==> src/rtl/ps2mouse_kmouse_decoder_if.sv <==
// Received PS/2 byte stream: one byte per one-cycle strobe, no backpressure.
interface ps2mouse_kmouse_decoder_if;
  logic [7:0] data;
  logic       data_valid;

  modport master (output data, output data_valid);
  modport slave  (input  data, input  data_valid);
endinterface

==> src/rtl/ps2mouse_kmouse_decoder.sv <==
// Frames PS/2 mouse packets and accumulates them into Kempston X/Y/button registers.
// Define PS2MOUSE_WHEEL_EN for 4-byte IntelliMouse packets and the wheel nibble.
module ps2mouse_kmouse_decoder #(
  parameter int unsigned TIMEOUT = 56000
) (
  input  logic                           clk,
  input  logic                           rst,
  // Handshake: the source asserts data_valid for exactly one cycle with data
  // stable in that cycle; the decoder always accepts (no ready), one byte per strobe.
  ps2mouse_kmouse_decoder_if.slave       rx,
`ifdef PS2MOUSE_WHEEL_EN
  input  logic                           intellimouse,
`endif
  output logic [7:0]                     kmouse_x,
  output logic [7:0]                     kmouse_y,
  output logic [7:0]                     kmouse_buttons,
  output logic                           packet_valid,
  output logic                           sync_error,
  output logic [1:0]                     fsm_state
);

  localparam int CW = $clog2(TIMEOUT + 1);

  typedef enum logic [1:0] {
    HDR = 2'd0,
    DX  = 2'd1,
    DY  = 2'd2,
    DZ  = 2'd3
  } state_t;

  state_t          state_q, state_d;
  logic [CW-1:0]   cnt_q, cnt_d;

  // Only the header bits that matter after framing: overflow flags and buttons.
  logic            ovf_y_q, ovf_x_q, btn_mid_q, btn_right_q, btn_left_q;
  logic [7:0]      dx_q;
  logic [2:0]      btn_lo_q;
  logic [3:0]      wheel_nib;
  logic [7:0]      dy_byte;
  logic            wheel_pkt;

  logic            hdr_ld, dx_ld, apply, reject;

  always_comb begin
    state_d = state_q;
    cnt_d   = cnt_q;
    hdr_ld  = 1'b0;
    dx_ld   = 1'b0;
    apply   = 1'b0;
    reject  = 1'b0;
    if (rx.data_valid) begin
      // A byte always wins over a coincident timeout.
      cnt_d = '0;
      case (state_q)
        HDR: begin
          if (rx.data[3]) begin
            hdr_ld  = 1'b1;
            state_d = DX;
          end else begin
            reject = 1'b1;
          end
        end
        DX: begin
          dx_ld   = 1'b1;
          state_d = DY;
        end
        DY: begin
          if (wheel_pkt) begin
            state_d = DZ;
          end else begin
            apply   = 1'b1;
            state_d = HDR;
          end
        end
        DZ: begin
          apply   = 1'b1;
          state_d = HDR;
        end
        default: state_d = HDR;
      endcase
    end else if (state_q != HDR) begin
      if (cnt_q == CW'(TIMEOUT)) begin
        state_d = HDR;
        cnt_d   = '0;
      end else begin
        cnt_d = cnt_q + CW'(1);
      end
    end
  end

  always_ff @(posedge clk or posedge rst) begin
    if (rst) begin
      state_q      <= HDR;
      cnt_q        <= '0;
      ovf_y_q      <= 1'b0;
      ovf_x_q      <= 1'b0;
      btn_mid_q    <= 1'b0;
      btn_right_q  <= 1'b0;
      btn_left_q   <= 1'b0;
      dx_q         <= 8'h00;
      kmouse_x     <= 8'h00;
      kmouse_y     <= 8'h00;
      btn_lo_q     <= 3'b111;
      packet_valid <= 1'b0;
      sync_error   <= 1'b0;
    end else begin
      state_q      <= state_d;
      cnt_q        <= cnt_d;
      packet_valid <= apply;
      sync_error   <= reject;
      if (hdr_ld) begin
        ovf_y_q     <= rx.data[7];
        ovf_x_q     <= rx.data[6];
        btn_mid_q   <= rx.data[2];
        btn_right_q <= rx.data[1];
        btn_left_q  <= rx.data[0];
      end
      if (dx_ld) begin
        dx_q <= rx.data;
      end
      // The 9th (sign) bit never affects an 8-bit wrapping sum, so only the low byte is added.
      if (apply) begin
        if (!ovf_x_q) kmouse_x <= kmouse_x + dx_q;
        if (!ovf_y_q) kmouse_y <= kmouse_y + dy_byte;
        btn_lo_q <= {~btn_mid_q, ~btn_left_q, ~btn_right_q};
      end
    end
  end

`ifdef PS2MOUSE_WHEEL_EN
  logic       wheel_pkt_q;
  logic [7:0] dy_q;
  logic [3:0] wheel_q;

  always_ff @(posedge clk or posedge rst) begin
    if (rst) begin
      wheel_pkt_q <= 1'b0;
      dy_q        <= 8'h00;
      wheel_q     <= 4'h0;
    end else begin
      if (hdr_ld) wheel_pkt_q <= intellimouse;
      if (rx.data_valid && state_q == DY) dy_q <= rx.data;
      if (apply && state_q == DZ) wheel_q <= wheel_q + rx.data[3:0];
    end
  end

  assign wheel_pkt = wheel_pkt_q;
  assign dy_byte   = (state_q == DZ) ? dy_q : rx.data;
  assign wheel_nib = wheel_q;
`else
  assign wheel_pkt = 1'b0;
  assign dy_byte   = rx.data;
  assign wheel_nib = 4'hF;
`endif

  assign kmouse_buttons = {wheel_nib, 1'b1, btn_lo_q};
  assign fsm_state      = state_q;

endmodule

==> src/flat_wrapper.sv <==
// flat-port wrapper written by rule: the top's interface ports become plain ports
module ps2mouse_kmouse_decoder_flat 
#(
  parameter int unsigned TIMEOUT = 56000
)
  (clk, rst, kmouse_x, kmouse_y, kmouse_buttons, packet_valid, sync_error, fsm_state, rx_data, rx_data_valid);
  ps2mouse_kmouse_decoder_if rx_i ();
  input  logic clk;
  input  logic rst;
  output logic [7:0] kmouse_x;
  output logic [7:0] kmouse_y;
  output logic [7:0] kmouse_buttons;
  output logic packet_valid;
  output logic sync_error;
  output logic [1:0] fsm_state;
  input wire logic [$bits(rx_i.data)-1:0] rx_data;
  input wire logic [$bits(rx_i.data_valid)-1:0] rx_data_valid;
  assign rx_i.data = rx_data;
  assign rx_i.data_valid = rx_data_valid;
  ps2mouse_kmouse_decoder #(.TIMEOUT(TIMEOUT)) u_core (.clk(clk), .rst(rst), .rx(rx_i), .kmouse_x(kmouse_x), .kmouse_y(kmouse_y), .kmouse_buttons(kmouse_buttons), .packet_valid(packet_valid), .sync_error(sync_error), .fsm_state(fsm_state));
endmodule
==> config.mk <==
export PLATFORM = sky130hd
export DESIGN_NAME = ps2mouse_kmouse_decoder_flat
export DESIGN_NICKNAME = d
export VERILOG_FILES = /design/src/rtl/ps2mouse_kmouse_decoder_if.sv /design/src/rtl/ps2mouse_kmouse_decoder.sv /design/src/flat_wrapper.sv
export SDC_FILE = /design/constraint.sdc
export NUM_CORES = 1
export LEC_CHECK = 0
export CAP_MARGIN = 15
export CORE_MARGIN = 3
export CORE_UTILIZATION = 50
export DETAILED_ROUTE_END_ITERATION = 10
export DONT_BUFFER_PORTS = 1
export PLACE_DENSITY_LB_ADDON = 0.3
export SYNTH_ARGS = -nofsm -noshare
export SYNTH_HDL_FRONTEND = slang
export SYNTH_SLANG_ARGS = --single-unit
==> constraint.sdc <==
create_clock -name clk -period 4.75 [get_ports clk]
set_input_delay 0.2375 -clock clk [delete_from_list [all_inputs] [get_ports clk]]
set_output_delay 0.2375 -clock clk [all_outputs]
set_load 0.02 [all_outputs]
Yosys cells after proc, flatten, opt, wreduce, memory -nomap -nowiden
Cells that the tools add are included.
Storage, ports and cells
  bits in registers: 52
  bits of input ports: 11
  output and inout port bits: 28
  logic and storage cells: 52
Operators by class
  add/subtract/negate cells: 3
  eq/ne operators: 5
  muxes and demuxes: 18
  bitwise logic cells: 5
  reductions and logical operators: 8
Operator list (count)
  two-way mux 16 bit: 3
  adder 16 x 1 -> 16 bit, second input constant: 1
  adder 8 bit: 2
  equality test 16 bit, second input constant: 1
  two-way mux 1 bit: 10
  two-way mux 2 bit: 4
  one-hot mux 2 bit (3 select lines): 1
  nonzero test 2 bit: 3
  inverter 1 bit: 5
  equality test 2 bit, second input constant: 2
  AND reduction 2 bit: 2
  != test 3 bit, second input constant: 1
  AND reduction 3 bit: 1
  equality test 2 x 1 -> 1 bit, second input constant: 1
  logical NOT 2 bit: 1
  OR reduction 2 bit: 1

Longest topological paths before layout
  depth in word-level cells: 5
  depth in mapped cells: 8
  depth with buffers taken out: 8

Worst setup path after synthesis
No wires, ideal clock.
  path kind: reg2reg
  from: register u_core.kmouse_x[0]
  to: register u_core.kmouse_x[6]
  library setup time: 0.069 ns
  arrival time: 1.800 ns
  setup slack: 2.881 ns
  cell stages (with the launch flop): 9
  period minus slack after synthesis: 1.869 ns
  path through: dfrtp_1 -> ha_1 -> inv_1 -> fa_1 -> nor2b_1 -> o31a_1 -> o21ai_0 -> or3_1 -> nand3_1
Between the ends
  word-level cells in the longest chain between the ends: 1
Ends and longest elaborated chain
  start: declaration: RTL line ps2mouse_kmouse_decoder.sv:14  | output logic [7:0] kmouse_x,
  start signal: assignment: RTL line ps2mouse_kmouse_decoder.sv:123  | if (!ovf_x_q) kmouse_x <= kmouse_x + dx_q;
  adder 8 bit: RTL line ps2mouse_kmouse_decoder.sv:123
Every way passes these cells.
A chain may end at the register's enable or synchronous reset.

Worst setup path after layout
Ends and elaborated chain as after synthesis.

==> summary.md <==
| Metric | Value |
|---|---|
| Run status | finished clean |
| Share of the cycle needed by the critical path after routing | 42.6% |
| Number of endpoints failing setup at the final stage | 0 |
| Via count of the first global-routing pass | 1938 |
| Top flip-flop cell by instance count after synthesis | sky130_fd_sc_hd__dfrtp_1 |
| Max-slew violation count | 0 |
| Routed WL per cell | 14.7 µm |
| Warnings, synthesis | 0 |
| Count of antenna-violating nets left after detailed routing | 0 |
| Clock transition at the registers of the reported paths | 0.09 ns |
| Number of setup buffers added after CTS | 0 |
| Cell area after technology mapping | 0.00283 mm² |
| Standby leakage power | 1.36 nW |
| Gp weighted congestion | 0.822 |
| Cell-internal power | 1.04 mW |
| Power dissipated by switching net loads | 655 µW |
| Highest ir drop seen on vdd | 0.363 mV |
| Ordered list of cells on the worst path | ha_1 > inv_1 > fa_1 > nor2b_1 > o31a_1 > o21ai_0 > or3_1 > nand3_1 |
| Port bufs | 0 |
| Average cell area after synthesis | 10.2 µm² |
| Worst Setup Start Kind | register |
| CTS tree | built |
| Antenna diode instance count | 0 |
| Startpoint-to-endpoint class of the critical path | reg -> reg |
| Via density | 5.51 |
| Maximum frequency from static timing analysis | 494 MHz |
| Unrepaired setup endpoints after global routing | false |
| Data arrival at the endpoint of the critical path | 2.26 ns |
| Total power divided by cell area | 561 mW/mm² |
| Switching Fraction | 38.7% |
| Fraction of synthesis flops using an asynchronous set or reset pin | 100% |
| Number of cells traversed by the worst hold path | 2 |
| Antenna violations before repair | 0 |
| Io pins | 39 |
| DIE AREA | 0.00659 mm² |
| Initial Util | 53.6% |
| Reg2reg setup slack | 2.73 ns |
| Number of buffers created by CTS | 5 |
| Iteration-0 DRC Markers | 77 |
| Flip-flop and latch count after synthesis | 52 |
| Sequential fraction of the synthesis area | 46.2% |
| Maximum level of the CTS H-tree | 2 |
| Cell chosen for the clock root | sky130_fd_sc_hd__clkbuf_8 |
| Final worst slack | 2.73 ns |
| Count of flip-flops with a built-in enable after synthesis | 0 |
| Via count | 1922 |
| Max-Cap Viols | 0 |
| Max stage delay on crit path | 0.49 ns |
| Endpoint of the worst hold path | u_core.sync_error$_DFF_PP0_ |
| Pin count of the biggest net entering global routing | 53 |
| Crit path max-delay cell type | sky130_fd_sc_hd__dfrtp_1 |
| Worst slack at placement | 2.76 ns |
| Die Wd | 81.2 µm |
| Part of the total power dissipated in combinational logic | 33.4% |
| Count of TritonRoute iterations in the first routing pass | 4 |
| Shortest period the worst path allows | 2.02 ns |
| Final Hold Vio Count | 0 |
| Gate Count Post-Synth | 276 |
| Maximum fanout along the worst path | 3 |
| Total wire length | 5130 µm |
| Wire length of the first global-routing pass | 8740 µm |
| Largest clock skew in the final design | 0.00683 ns |
| Clock network fraction of design power | 19.3% |
| Number of fill cells in the layout | 466 |
| Number of library cell types mapped by synthesis | 44 |
| Clock sink count | 52 |
| Number of rows created at floorplan | 26 |
| Sum of negative setup slack | 0 ns |
| Startpoint of the worst-slack reg-to-reg timing path | u_core.kmouse_x[0]$_DFFE_PP0P_ |
| Sequential fraction of design power | 47.3% |
| Worst setup EP type | register |
| Layout area overhead | 6.86% |
| Fraction of final layout cells sized beyond drive strength 1 | 12.5% |
| Path depth of the worst reg2reg path | 8 |
| Total overflow reported by the global router | 0 |
| Path type of the worst min-delay path | in -> reg |
| Hold path start | rx_data_valid |
| Post-route DRC violation count | 0 |
| Clock Path Buffers | 2 |
| Worst-Skew Late Latency | 0.30 ns |
| Critical path required time | 4.99 ns |
| DPL Wire Length | 3760 µm |
| Capture point of the worst reg-to-reg path | u_core.kmouse_x[6]$_DFFE_PP0P_ |
| Die extent in y | 81.2 µm |
| Total number of nets in the final design | 307 |
| Global-route total usage across every layer | 16.9% |
| Placeable core area | 0.00527 mm² |
## critical path, delay by kind of cell, from the launching register on
family	cells	cell delay (ns)
AOI/OAI and AO/OA	2	0.25
buffers and inverters	1	0.05
adders and majority gates	2	0.60
and+or+nand+nor	3	0.57
DFF	1	0.49
## metal layers
| layer | vias up | GRT usage [%] | part of all wire (%) |
|---|---|---|---|
| li1 | 956 | - | - |
| met1 | 924 | 21.4 | 45 |
| met2 | 38 | 28.7 | 49 |
| met3 | 4 | 4.77 | 5.4 |
| met4 | 0 | 4.05 | 0.49 |
| met5 | - | 0 | 0 |
## state kept, by name, indices dropped and copies added, names as in the netlist, 2 cells and up
signal,flops
u_core.btn_lo_q,3
u_core.kmouse_y,8
u_core.kmouse_x,8
u_core.cnt_q,16
u_core.fsm_state,2
u_core.dx_q,8
## cells in the final DEF, fill, tap and decap left out, drive strengths merged, types with 7 or more instances in the layout
| master | n |
|---|---|
| dfrtp | 49 |
| nand2 | 27 |
| o21ai | 21 |
| nor2 | 21 |
| inv | 17 |
| ha | 16 |
| mux2 | 14 |
| xor2 | 11 |
| xnor2 | 10 |
| nor3 | 9 |
| nand3 | 9 |
| clkbuf | 7 |
## cells in the mapped netlist, types with 2 or more instances
cell | count | area (µm²)
sky130_fd_sc_hd__a21o_1 | 5 | 37.5
sky130_fd_sc_hd__nor3b_1 | 2 | 15.0
sky130_fd_sc_hd__nor2b_1 | 2 | 12.5
sky130_fd_sc_hd__o211ai_1 | 2 | 15.0
sky130_fd_sc_hd__nand2_1 | 27 | 101
sky130_fd_sc_hd__xnor2_1 | 10 | 87.6
sky130_fd_sc_hd__a21oi_1 | 5 | 25.0
sky130_fd_sc_hd__xor2_1 | 11 | 96.3
sky130_fd_sc_hd__buf_2 | 3 | 15.0
sky130_fd_sc_hd__clkbuf_1 | 2 | 7.51
sky130_fd_sc_hd__nand4_1 | 2 | 12.5
sky130_fd_sc_hd__nor4_1 | 2 | 12.5
sky130_fd_sc_hd__fa_1 | 2 | 40.0
sky130_fd_sc_hd__mux2_2 | 14 | 158
sky130_fd_sc_hd__o21a_1 | 5 | 37.5
sky130_fd_sc_hd__inv_1 | 17 | 63.8
sky130_fd_sc_hd__nor4_2 | 3 | 37.5
sky130_fd_sc_hd__buf_4 | 7 | 52.6
sky130_fd_sc_hd__nand3_1 | 8 | 40.0
sky130_fd_sc_hd__dfstp_2 | 3 | 78.8
sky130_fd_sc_hd__o21bai_1 | 2 | 15.0
sky130_fd_sc_hd__or3_1 | 3 | 18.8
sky130_fd_sc_hd__nor3_1 | 9 | 45.0
sky130_fd_sc_hd__a211oi_1 | 4 | 30.0
sky130_fd_sc_hd__dfrtp_1 | 49 | 1230
sky130_fd_sc_hd__nor2_1 | 21 | 78.8
sky130_fd_sc_hd__o21ai_0 | 21 | 105
sky130_fd_sc_hd__ha_1 | 16 | 200
sky130_fd_sc_hd__and3_1 | 3 | 18.8
sky130_fd_sc_hd__o31a_1 | 2 | 17.5
## worst max-delay path by stage
stage | startpoint | to | slack, ns | cells after the start
after floorplan | u_core.kmouse_x[0]$_DFFE_PP0P_ | u_core.kmouse_x[6]$_DFFE_PP0P_ | 2.88 | 8
after global placement | u_core.kmouse_x[0]$_DFFE_PP0P_ | u_core.kmouse_x[6]$_DFFE_PP0P_ | 2.81 | 8
after CTS | u_core.kmouse_x[0]$_DFFE_PP0P_ | u_core.kmouse_x[6]$_DFFE_PP0P_ | 2.74 | 8
final | u_core.kmouse_x[0]$_DFFE_PP0P_ | u_core.kmouse_x[6]$_DFFE_PP0P_ | 2.73 | 8
after detailed placement | u_core.kmouse_x[0]$_DFFE_PP0P_ | u_core.kmouse_x[6]$_DFFE_PP0P_ | 2.76 | 8
after global routing | u_core.kmouse_x[0]$_DFFE_PP0P_ | u_core.kmouse_x[6]$_DFFE_PP0P_ | 2.57 | 8
## kinds of logic (layout without fill, tap and decap cells)
logic type	count (synthesis)	in the layout	share of synthesized area, %
xor+xnor	21	21	6.51
simple gates	90	90	16.7
compound gates	51	51	11.5
flops	52	52	46.2
buf+inv	29	28	4.92
other cells	1	5	0.133
fa+ha+maj	18	18	8.50
mux	14	14	5.58
## power by group through the flow
stage / registers [mW] / logic (mW) / clock network (mW)
floorplan: 0.773 / 0.483 / 0
detailed placement: 0.813 / 0.559 / 0
global placement: 0.809 / 0.547 / 0
global route: 0.821 / 0.659 / 0.352
CTS: 0.805 / 0.567 / 0.336
finish: 0.801 / 0.566 / 0.327
## through the flow
step | power [mW] | cells | hold slack (ns) | util [%] | instance area, µm²
2_1_floorplan | 1.26 | 280 | 0.303 | - | 2840
3_3_place_gp | 1.36 | 338 | 0.309 | 54.1 | 2850
3_5_place_dp | 1.37 | 338 | 0.307 | 54.1 | 2850
4_1_cts | 1.71 | 347 | 0.0316 | 56.7 | 2990
5_1_grt | 1.83 | 349 | 0.0370 | 57.3 | 3020
6_report | 1.69 | 349 | 0.0366 | 57.3 | 3020
## final cells by class
class | instances | area, µm² | area share [%]
tap | 70 | 87.6 | 2.90
multi-input combinational | 199 | 1400 | 46.2
sequential | 52 | 1310 | 43.2
inverter | 17 | 63.8 | 2.11
clock buffer | 7 | 96.3 | 3.19
timing repair buffer | 3 | 40.0 | 1.33
clock inverter | 1 | 30.0 | 0.995
## repair_timing
item / in CTS / in global routing
endpoints found under the hold margin: 1 / 20
gates resized for setup: 0 / 0
hold buffers: 1 / 1
(Power assumes the default switching activity.)
